File: config.mk
export PLATFORM = sky130hd
export DESIGN_NAME = ddma_tx_engine
export DESIGN_NICKNAME = d
export VERILOG_FILES = /design/src/rtl/ddma_pkg.sv /design/src/rtl/ddma_serializer.sv /design/src/rtl/ddma_tx_engine.sv
export SDC_FILE = /design/constraint.sdc
export NUM_CORES = 1
export LEC_CHECK = 0
export CAP_MARGIN = 25
export CORE_ASPECT_RATIO = 2
export CORE_MARGIN = 2
export CORE_UTILIZATION = 56
export DETAILED_ROUTE_END_ITERATION = 8
export PLACE_DENSITY = 0.86
export SLEW_MARGIN = 30
export SYNTH_ARGS = -nofsm -noshare
export SYNTH_HDL_FRONTEND = slang
export SYNTH_SLANG_ARGS = --single-unit
File: constraint.sdc
create_clock -name clock -period 3.9 [get_ports clock]
set_input_delay 0.975 -clock clock [delete_from_list [all_inputs] [get_ports clock]]
set_output_delay 0.975 -clock clock [all_outputs]
set_load 0.02 [all_outputs]
File: src/rtl/ddma_pkg.sv
// Shared types and bit-index constants for the DDMA transmit engine.
package ddma_pkg;

    typedef enum logic [2:0] {
        IDLE = 3'd0,
        HDR0 = 3'd1,
        HDR1 = 3'd2,
        RD   = 3'd3,
        WT   = 3'd4,
        SEND = 3'd5,
        DONE = 3'd6,
        ERR  = 3'd7
    } state_t;

    localparam int ST_BUSY  = 0;
    localparam int ST_DONE  = 1;
    localparam int ST_ERR   = 2;
    localparam int ST_OVR   = 3;

    localparam int IRQ_DONE = 0;
    localparam int IRQ_ERR  = 1;

endpackage

File: src/rtl/ddma_serializer.sv
// Registered valid/ready flit output stage: carries either a single header flit
// or one memory word split into FPW flits, low slice first.
module ddma_serializer #(
    parameter int MEMORY_BUS_WIDTH = 32,
    parameter int FLIT_WIDTH       = 16
) (
    input  logic                        clock,
    input  logic                        reset,
    input  logic                        ld_flit,
    input  logic [FLIT_WIDTH-1:0]       ld_flit_data,
    input  logic                        ld_word,
    input  logic [MEMORY_BUS_WIDTH-1:0] ld_word_data,
    input  logic                        flit_ready,
    output logic [FLIT_WIDTH-1:0]       flit_out,
    output logic                        flit_valid,
    output logic                        accept,
    output logic                        last_accept
);

    localparam int FPW = MEMORY_BUS_WIDTH / FLIT_WIDTH;
    localparam int CW  = (FPW > 1) ? $clog2(FPW) : 1;

    logic [FLIT_WIDTH-1:0]       flit_r;
    logic                        valid_r;
    logic [MEMORY_BUS_WIDTH-1:0] buf_r;
    logic [CW-1:0]               cnt_r;

    assign flit_out    = flit_r;
    assign flit_valid  = valid_r;
    assign accept      = valid_r & flit_ready;
    // cnt_r counts flits still queued behind the one on the port
    assign last_accept = accept & (cnt_r == {CW{1'b0}});

    // Output register and shift buffer; a load takes priority over advancing.
    always_ff @(posedge clock or negedge reset) begin
        if (!reset) begin
            flit_r  <= {FLIT_WIDTH{1'b0}};
            valid_r <= 1'b0;
            buf_r   <= {MEMORY_BUS_WIDTH{1'b0}};
            cnt_r   <= {CW{1'b0}};
        end else if (ld_word) begin
            flit_r  <= ld_word_data[FLIT_WIDTH-1:0];
            buf_r   <= ld_word_data >> FLIT_WIDTH;
            cnt_r   <= CW'(FPW - 1);
            valid_r <= 1'b1;
        end else if (ld_flit) begin
            flit_r  <= ld_flit_data;
            cnt_r   <= {CW{1'b0}};
            valid_r <= 1'b1;
        end else if (accept) begin
            if (cnt_r != {CW{1'b0}}) begin
                flit_r <= buf_r[FLIT_WIDTH-1:0];
                buf_r  <= buf_r >> FLIT_WIDTH;
                cnt_r  <= cnt_r - CW'(1);
            end else begin
                flit_r  <= {FLIT_WIDTH{1'b0}};
                valid_r <= 1'b0;
            end
        end else begin
            flit_r  <= flit_r;
            valid_r <= valid_r;
        end
    end

endmodule

File: src/rtl/ddma_tx_engine.sv
// DDMA responder: on a cmd_in rising edge, reads a block of local memory and
// streams it as header + payload flits to the NoC, reporting via status/irq.
module ddma_tx_engine
    import ddma_pkg::*;
#(
    parameter int MEMORY_BUS_WIDTH = 32,
    parameter int FLIT_WIDTH       = 16,
    parameter int ADDRESS          = 0
) (
    input  logic                        clock,
    input  logic                        reset,
    input  logic [MEMORY_BUS_WIDTH-3:0] addr_in,
    input  logic [MEMORY_BUS_WIDTH-3:0] nbytes_in,
    input  logic                        cmd_in,
    output logic [4:0]                  status_out,
    output logic [4:0]                  irq_out,
    output logic                        mem_en,
    output logic [MEMORY_BUS_WIDTH-3:0] mem_addr,
    input  logic [MEMORY_BUS_WIDTH-1:0] mem_rdata,
    output logic [FLIT_WIDTH-1:0]       flit_out,
    output logic                        flit_valid,
    input  logic                        flit_ready
);

    localparam int AW  = MEMORY_BUS_WIDTH - 2;
    localparam int FPW = MEMORY_BUS_WIDTH / FLIT_WIDTH;
    localparam int BPW = MEMORY_BUS_WIDTH / 8;

    state_t          state_r, state_nxt_s;
    logic            cmd_q_r;
    logic [AW-1:0]   cur_addr_r, addr_nxt_s;
    logic [AW-1:0]   remaining_r, rem_nxt_s;
    logic [AW-1:0]   quot_s, rmd_s, words_s;
    logic [4:0]      status_r, irq_r;
    logic            mem_en_r;
    logic [AW-1:0]   mem_addr_r;
    logic            req_s, ovr_s;
    logic            ld_flit_s, ld_word_s;
    logic [FLIT_WIDTH-1:0] ld_flit_data_s;
    logic            accept_s, last_accept_s;

    assign status_out = status_r;
    assign irq_out    = irq_r;
    assign mem_en     = mem_en_r;
    assign mem_addr   = mem_addr_r;

    assign req_s   = cmd_in & ~cmd_q_r & (state_r == IDLE);
    assign ovr_s   = cmd_in & ~cmd_q_r & (state_r != IDLE);
    // Round up to whole words; the tail of the last word is don't-care.
    assign quot_s  = nbytes_in / AW'(BPW);
    assign rmd_s   = nbytes_in % AW'(BPW);
    assign words_s = quot_s + {{(AW-1){1'b0}}, (rmd_s != {AW{1'b0}})};

    ddma_serializer #(
        .MEMORY_BUS_WIDTH (MEMORY_BUS_WIDTH),
        .FLIT_WIDTH       (FLIT_WIDTH)
    ) u_ser (
        .clock        (clock),
        .reset        (reset),
        .ld_flit      (ld_flit_s),
        .ld_flit_data (ld_flit_data_s),
        .ld_word      (ld_word_s),
        .ld_word_data (mem_rdata),
        .flit_ready   (flit_ready),
        .flit_out     (flit_out),
        .flit_valid   (flit_valid),
        .accept       (accept_s),
        .last_accept  (last_accept_s)
    );

    // Next-state, serializer loads and address/word-count updates.
    always_comb begin
        state_nxt_s    = state_r;
        addr_nxt_s     = cur_addr_r;
        rem_nxt_s      = remaining_r;
        ld_flit_s      = 1'b0;
        ld_flit_data_s = {FLIT_WIDTH{1'b0}};
        ld_word_s      = 1'b0;
        case (state_r)
            IDLE: begin
                if (req_s) begin
                    addr_nxt_s = addr_in;
                    rem_nxt_s  = words_s;
                    if (nbytes_in == {AW{1'b0}}) begin
                        state_nxt_s = ERR;
                    end else begin
                        state_nxt_s    = HDR0;
                        ld_flit_s      = 1'b1;
                        ld_flit_data_s = FLIT_WIDTH'(ADDRESS);
                    end
                end else begin
                    state_nxt_s = IDLE;
                end
            end
            HDR0: begin
                if (accept_s) begin
                    state_nxt_s    = HDR1;
                    ld_flit_s      = 1'b1;
                    ld_flit_data_s = FLIT_WIDTH'(remaining_r * AW'(FPW));
                end else begin
                    state_nxt_s = HDR0;
                end
            end
            HDR1: begin
                if (accept_s) begin
                    state_nxt_s = RD;
                end else begin
                    state_nxt_s = HDR1;
                end
            end
            RD:   state_nxt_s = WT;
            WT: begin
                ld_word_s   = 1'b1;
                state_nxt_s = SEND;
            end
            SEND: begin
                if (last_accept_s) begin
                    addr_nxt_s  = cur_addr_r + AW'(1);
                    rem_nxt_s   = remaining_r - AW'(1);
                    state_nxt_s = (remaining_r == AW'(1)) ? DONE : RD;
                end else begin
                    state_nxt_s = SEND;
                end
            end
            DONE:    state_nxt_s = IDLE;
            ERR:     state_nxt_s = IDLE;
            default: state_nxt_s = IDLE;
        endcase
    end

    // State, counters and command edge register.
    always_ff @(posedge clock or negedge reset) begin
        if (!reset) begin
            state_r     <= IDLE;
            cmd_q_r     <= 1'b0;
            cur_addr_r  <= {AW{1'b0}};
            remaining_r <= {AW{1'b0}};
        end else begin
            state_r     <= state_nxt_s;
            cmd_q_r     <= cmd_in;
            cur_addr_r  <= addr_nxt_s;
            remaining_r <= rem_nxt_s;
        end
    end

    // Registered memory port, status and irq, all decoded from the next state.
    always_ff @(posedge clock or negedge reset) begin
        if (!reset) begin
            mem_en_r   <= 1'b0;
            mem_addr_r <= {AW{1'b0}};
            status_r   <= 5'b00000;
            irq_r      <= 5'b00000;
        end else begin
            mem_en_r   <= (state_nxt_s == RD);
            mem_addr_r <= (state_nxt_s == RD) ? addr_nxt_s : {AW{1'b0}};
            status_r[ST_BUSY] <= (state_nxt_s != IDLE);
            status_r[ST_DONE] <= (state_nxt_s == DONE) | (status_r[ST_DONE] & ~req_s);
            status_r[ST_ERR]  <= (state_nxt_s == ERR)  | (status_r[ST_ERR]  & ~req_s);
            status_r[ST_OVR]  <= ovr_s | (status_r[ST_OVR] & ~req_s);
            status_r[4]       <= 1'b0;
            irq_r <= {3'b000, (state_nxt_s == ERR), (state_nxt_s == DONE)};
        end
    end

endmodule
* Word level (Yosys, flattened, before mapping) *
Index checks and enable logic that the tools add are counted.
Widths: inputs -> output; s select.

storage, ports and cells
  register bits after elaboration = 151
  input bits = 96
  output and inout bits = 58
  word-level logic and storage cells = 95

operators by class
  add/subtract/negate cells = 4
  equal/unequal tests = 15
  mux-type cells = 37
  bitwise operators = 14
  reduce and logical (&&, ||, !) cells = 13

operator list
  cell                   count
  $mux 30                5
  $mux 32                4
  $pmux 30 s2            2
  $mux 16                6
  $add 30x1->30 const B  1
  $eq 30x1->1 const B    1
  $logic_not 30->1       1
  $reduce_bool 30->1     1
  $sub 30x1->30 const B  1
  $add 28x1->29          1
  $pmux 3 s7             1
  $eq 3x3->1 const B     6
  $mux 1                 13
  $mux 3                 4
  $eq 3x2->1 const B     3
  $reduce_bool 3->1      3
  $and 1x1->1            8
  $reduce_and 3->1       2
  $reduce_bool 2->1      3
  $ne 2x2->1 const B     2
  $eq 3x1->1 const B     1
  $logic_not 3->1        1
  $ne 3x3->1 const B     1
  $not 1->1              3
  7 further kinds        9

* Longest topological paths before layout *
  depth in word-level cells = 7
  gate-level depth with buffers = 10

* Hierarchy *
A second synthesis with hierarchy kept.

unflattened totals
  cells, all modules = 836
  area, all modules = 7563.5 um^2

by module, submodules not included
  module           times used  cells an instance  area each (um^2)  seq. area each (um^2)
  ddma_tx_engine   1           699                5983.2            2527.4
  ddma_serializer  1           137                1580.3            850.8

* Worst setup path after synthesis *
No wires, ideal clock.

  path type = input -> register
  start point = in nbytes_in[1]
  end point = reg remaining_r[24]
  data arrival time = 2.786 ns
  setup slack = 0.977 ns
  stages on the path = 10
  cells stage by stage = nor2_1 inv_1 ha_1 ha_1 nand3_1 or4_1 clkbuf_1 o31a_1 o21ai_0 o211ai_1

on the way
  cells in the longest elaborated chain, start to end = 4

RTL lines
  item                    RTL line               text
  start: declaration      ddma_tx_engine.sv:13   input logic [MEMORY_BUS_WIDTH-3:0] nbytes_in,
  $reduce_bool 30->1      ddma_tx_engine.sv:52   assign words_s = quot_s + {{(AW-1){1'b0}}, (rmd_s != {AW{1'b0}})};
  $add 28x1->29           ddma_tx_engine.sv:52
  $mux 30                 ddma_tx_engine.sv:81   if (req_s) begin
  $pmux 30 s2             ddma_tx_engine.sv:79   case (state_r)
  end signal: assignment  ddma_tx_engine.sv:137  remaining_r <= {AW{1'b0}};
  end signal: assignment  ddma_tx_engine.sv:142  remaining_r <= rem_nxt_s;
  end: declaration        ddma_tx_engine.sv:32   logic [AW-1:0] remaining_r, rem_nxt_s;

Every way passes these cells. The select of a mux whose other input is x is not followed.
A chain may end at the register's enable or synchronous reset.

* Worst setup path after layout *
  start point = in nbytes_in[1]
  end point = reg remaining_r[22]

Same word-level chain as after synthesis.

==> flow_summary.yaml <==
logic_synthesis:
  ys_async_sr_fraction_pct: 100
  synthAdderAreaFrac_pct: 0.826
  yosys_warnings: 0
  synth-xor-area-share_pct: 2.66
  synth_top_family_by_area: "simple AND/OR/NAND/NOR gates"
  synth_edf_count: 0
  synth_compound_area_share_pct: 22.9
  syn_inst: 823
  synth_area_leaders: "dfrtp_1 45%, nand2_1 3.9%, o21ai_0 2.8%"
  synthSimpleGateAreaFrac_pct: 23.9
  synth_ff_type: "dfrtp_1"
  synth.mux.area_fraction_pct: 1.34
  synth-seq-cells: 135
  synth_top_cell_area_share_pct: 44.6
  synth_cell_type_count: 64
  yosys.area.top_type: "dfrtp_1"
  synth_area_um2: 7570
  syn_avg_cell_area_um2: 9.20
  ys_seq_area_share_pct: 44.6
cts:
  clk_pin_slew_ns: 0.07
  cts_hold_buf: 0
  cts_setup_buffers: 0
  clockRootBuffer: "clkbuf_16"
  numCtsBuffers: 17
  cts_resized: 0
  cts.sinks: 135
  insertion_delay_ns: 0.43
  cts_tree: "built"
  clk_path_buf_depth: 2
  cts_max_level: 4
timing:
  final.min_clock_period_ns: 3.25
  skew_ns: 0.0117
  finalSetupViolCount: 0
  rsz0062_at_grt: "no"
  max_clock_freq_ghz: 0.307
  tightestPinTransition_ns: 0.932
  tns_ns: 0
  period_share_pct: 83.4
  drv_slew: 0
  slew_headroom_pct: 37.9
  whs_ns: 0.498
  hold_violations: 0
worst_hold_path:
  hold_end: "status_out[2]"
  min_path_type: "reg2reg"
  min_delay_path_depth: 1
  hp-start: "status_out[2]"
die:
  core_area_um2: 13400
  ioPinCount: 154
  fp.dieH_um: 168
  row_count: 60
  die_area_um2: 14500
  die_width_um: 86.2
  start_util_pct: 56.7
pwr:
  p_per_area_nw_per_um2: 322
  cellLeakagePower_uw: 0.00412
  clkPwrFrac_pct: 49.9
  power_switching_uw: 811
  peakVddDrop_mv: 0.297
  sw_frac_of_total_pct: 25.6
  pwr-share-comb_pct: 5.8
  internal_power_uw: 2350
  seqPwrFrac_pct: 44.3
flow_run:
  max_cap_violations: 0
global_route:
  first_global_vias: 7831
  grt_pass1_wl_um: 38600
  grt_usage_pct: 34.2
  overflow: 0
  antenna_found_initial: 0
  grt_start_max_net_pins: 69
final_layout:
  most-common-layout-cells: "148 x clkdlybuf4s50_1, 135 x dfrtp_1, 78 x nand2_1"
  syn_to_final_growth_pct: 29.8
  antenna_cells: 0
  drive_above_1_share_pct: 9.62
  layout_commonest_cell: "clkdlybuf4s50_1"
  fill_cells: 976
  finalNetCount: 1065
worst_setup_path:
  cp_cell_sequence: "clkdlybuf4s50_1 > nor2_1 > inv_1 > ha_1 > ha_1 > nand3_1 > or4_1 > or4_1 > a21oi_1 > a221o_1"
  reg2reg_slack_ns: 0.66
  crit_fanout: 11
  slowest_delay_ns: 0.75
  rr_worst_depth: 7
  critPathLaunchType: "primary input"
  r2r-end: "mem_addr[4]"
  critPathKind: "in2reg"
  r2r-start: "remaining_r[12]"
  worst_path_max_delay_cell: "or4_1"
  cp-end-kind: "register"
  required_ns: 4.27
  arrival_ns: 3.62
place:
  place_congestion: 0.991
  dp.final_hpwl_um: 17200
  portBuffers: 149
detailed_routing:
  routed_wl_um: 24500
  dr_total_vias: 7622
  wl_per_cell_um: 21.6
  drc: 0
  drtPass1Iterations: 9
  avgViaCountPerCell: 6.73
  ant_nets: 0
  drt_iter0_drc: 646
status:
  status: "finished, final reports clean"
==> routing by layer <==
metal | GRT usage (%) | up-vias | part of all wire, %
li1 | - | 3422 | -
met1 | 33.7 | 3648 | 33
met2 | 62.5 | 419 | 54
met3 | 6.14 | 133 | 6.1
met4 | 23.6 | 0 | 7.6
met5 | 0 | - | 0
==> synth_stat cells, types with 7 or more instances <==
library cell,instances
nor2_1,49
a21o_1,21
a22oi_1,14
o21ba_2,15
a221o_1,8
nand2_1,78
nor3_1,33
a31oi_1,15
a222oi_1,15
dfrtp_1,135
mux2i_1,9
and3_1,9
nand4_1,22
or2_2,7
a22o_1,18
and4_1,8
or3_1,9
or4_1,10
o21ai_0,43
xnor2_1,11
xor2_1,12
clkbuf_1,49
nor4_1,31
a21oi_1,39
nand3_1,38
and2_1,19
inv_1,13
==> cell families (layout without fill, tap and decap cells) <==
| family | Yosys count | after routing |
|---|---|---|
| DFF | 135 | 135 |
| and+or+nand+nor | 339 | 339 |
| adders and majority gates | 5 | 5 |
| buffers and inverters | 70 | 221 |
| AOI/OAI and AO/OA | 240 | 240 |
| muxes | 10 | 10 |
| other | 1 | 4 |
| xor gates and xnor gates | 23 | 23 |
==> how the worst max path moves through the flow <==
stage | start | endpoint | slack (ns) | depth (start not counted)
global placement | nbytes_in[1] | remaining_r[22] | 0.33 | 10
finish | nbytes_in[1] | remaining_r[22] | 0.65 | 10
global route | remaining_r[12] | mem_addr[4] | 0.40 | 7
detailed placement | nbytes_in[1] | remaining_r[22] | 0.23 | 10
floorplan | nbytes_in[1] | remaining_r[24] | 0.98 | 10
CTS | nbytes_in[1] | remaining_r[22] | 0.67 | 10
==> power by group through the flow <==
stage               sequential (uW)  clock (uW)  combinational [uW]
finish                         1400        1580                 182
global route                   1400        1650                 197
CTS                            1400        1580                 182
detailed placement             1430           0                 181
global placement               1430           0                 180
floorplan                      1430           0                28.4
==> state kept, by name (all words and copies together), names as in the netlist, named ones only <==
| signal | flops |
|---|---|
| remaining_r | 30 |
| cur_addr_r | 30 |
| state_r | 3 |
| u_ser.flit_out | 16 |
| irq_out | 2 |
| mem_addr | 30 |
| cmd_q_r | 1 |
| u_ser.flit_valid | 1 |
| status_out | 3 |
| mem_en | 1 |
| u_ser.cnt_r | 1 |
| u_ser.buf_r | 16 |
==> critical path: cells and delay by family <==
kind / cells / cell delay, ns
buf+inv: 2 / 0.51
simple gates: 4 / 1.39
fa+ha+maj: 2 / 0.42
compound gates: 2 / 0.32
==> through the flow <==
step	setup slack, ns	instances	utilization, %	cell area [um2]	total power (uW)
floorplan	0.977	826	-	7580	1460
global placement	0.334	1100	69.3	9250	1610
detailed placement	0.229	1100	69.3	9250	1610
CTS	0.672	1132	73.5	9830	3160
global route	0.405	1132	73.5	9830	3250
finish	0.646	1132	73.5	9830	3160
==> final cells by class <==
cell class | count | area, um2 | share of cell area [%]
clock buffer | 17 | 425 | 4.33
clock inverter | 15 | 149 | 1.51
inverter | 13 | 48.8 | 0.496
multi-input combinational | 621 | 3930 | 39.9
sequential | 135 | 3380 | 34.4
tap | 155 | 194 | 1.97
timing repair buffer | 176 | 1710 | 17.4
No activity file was read; power rests on OpenSTA's default activity.
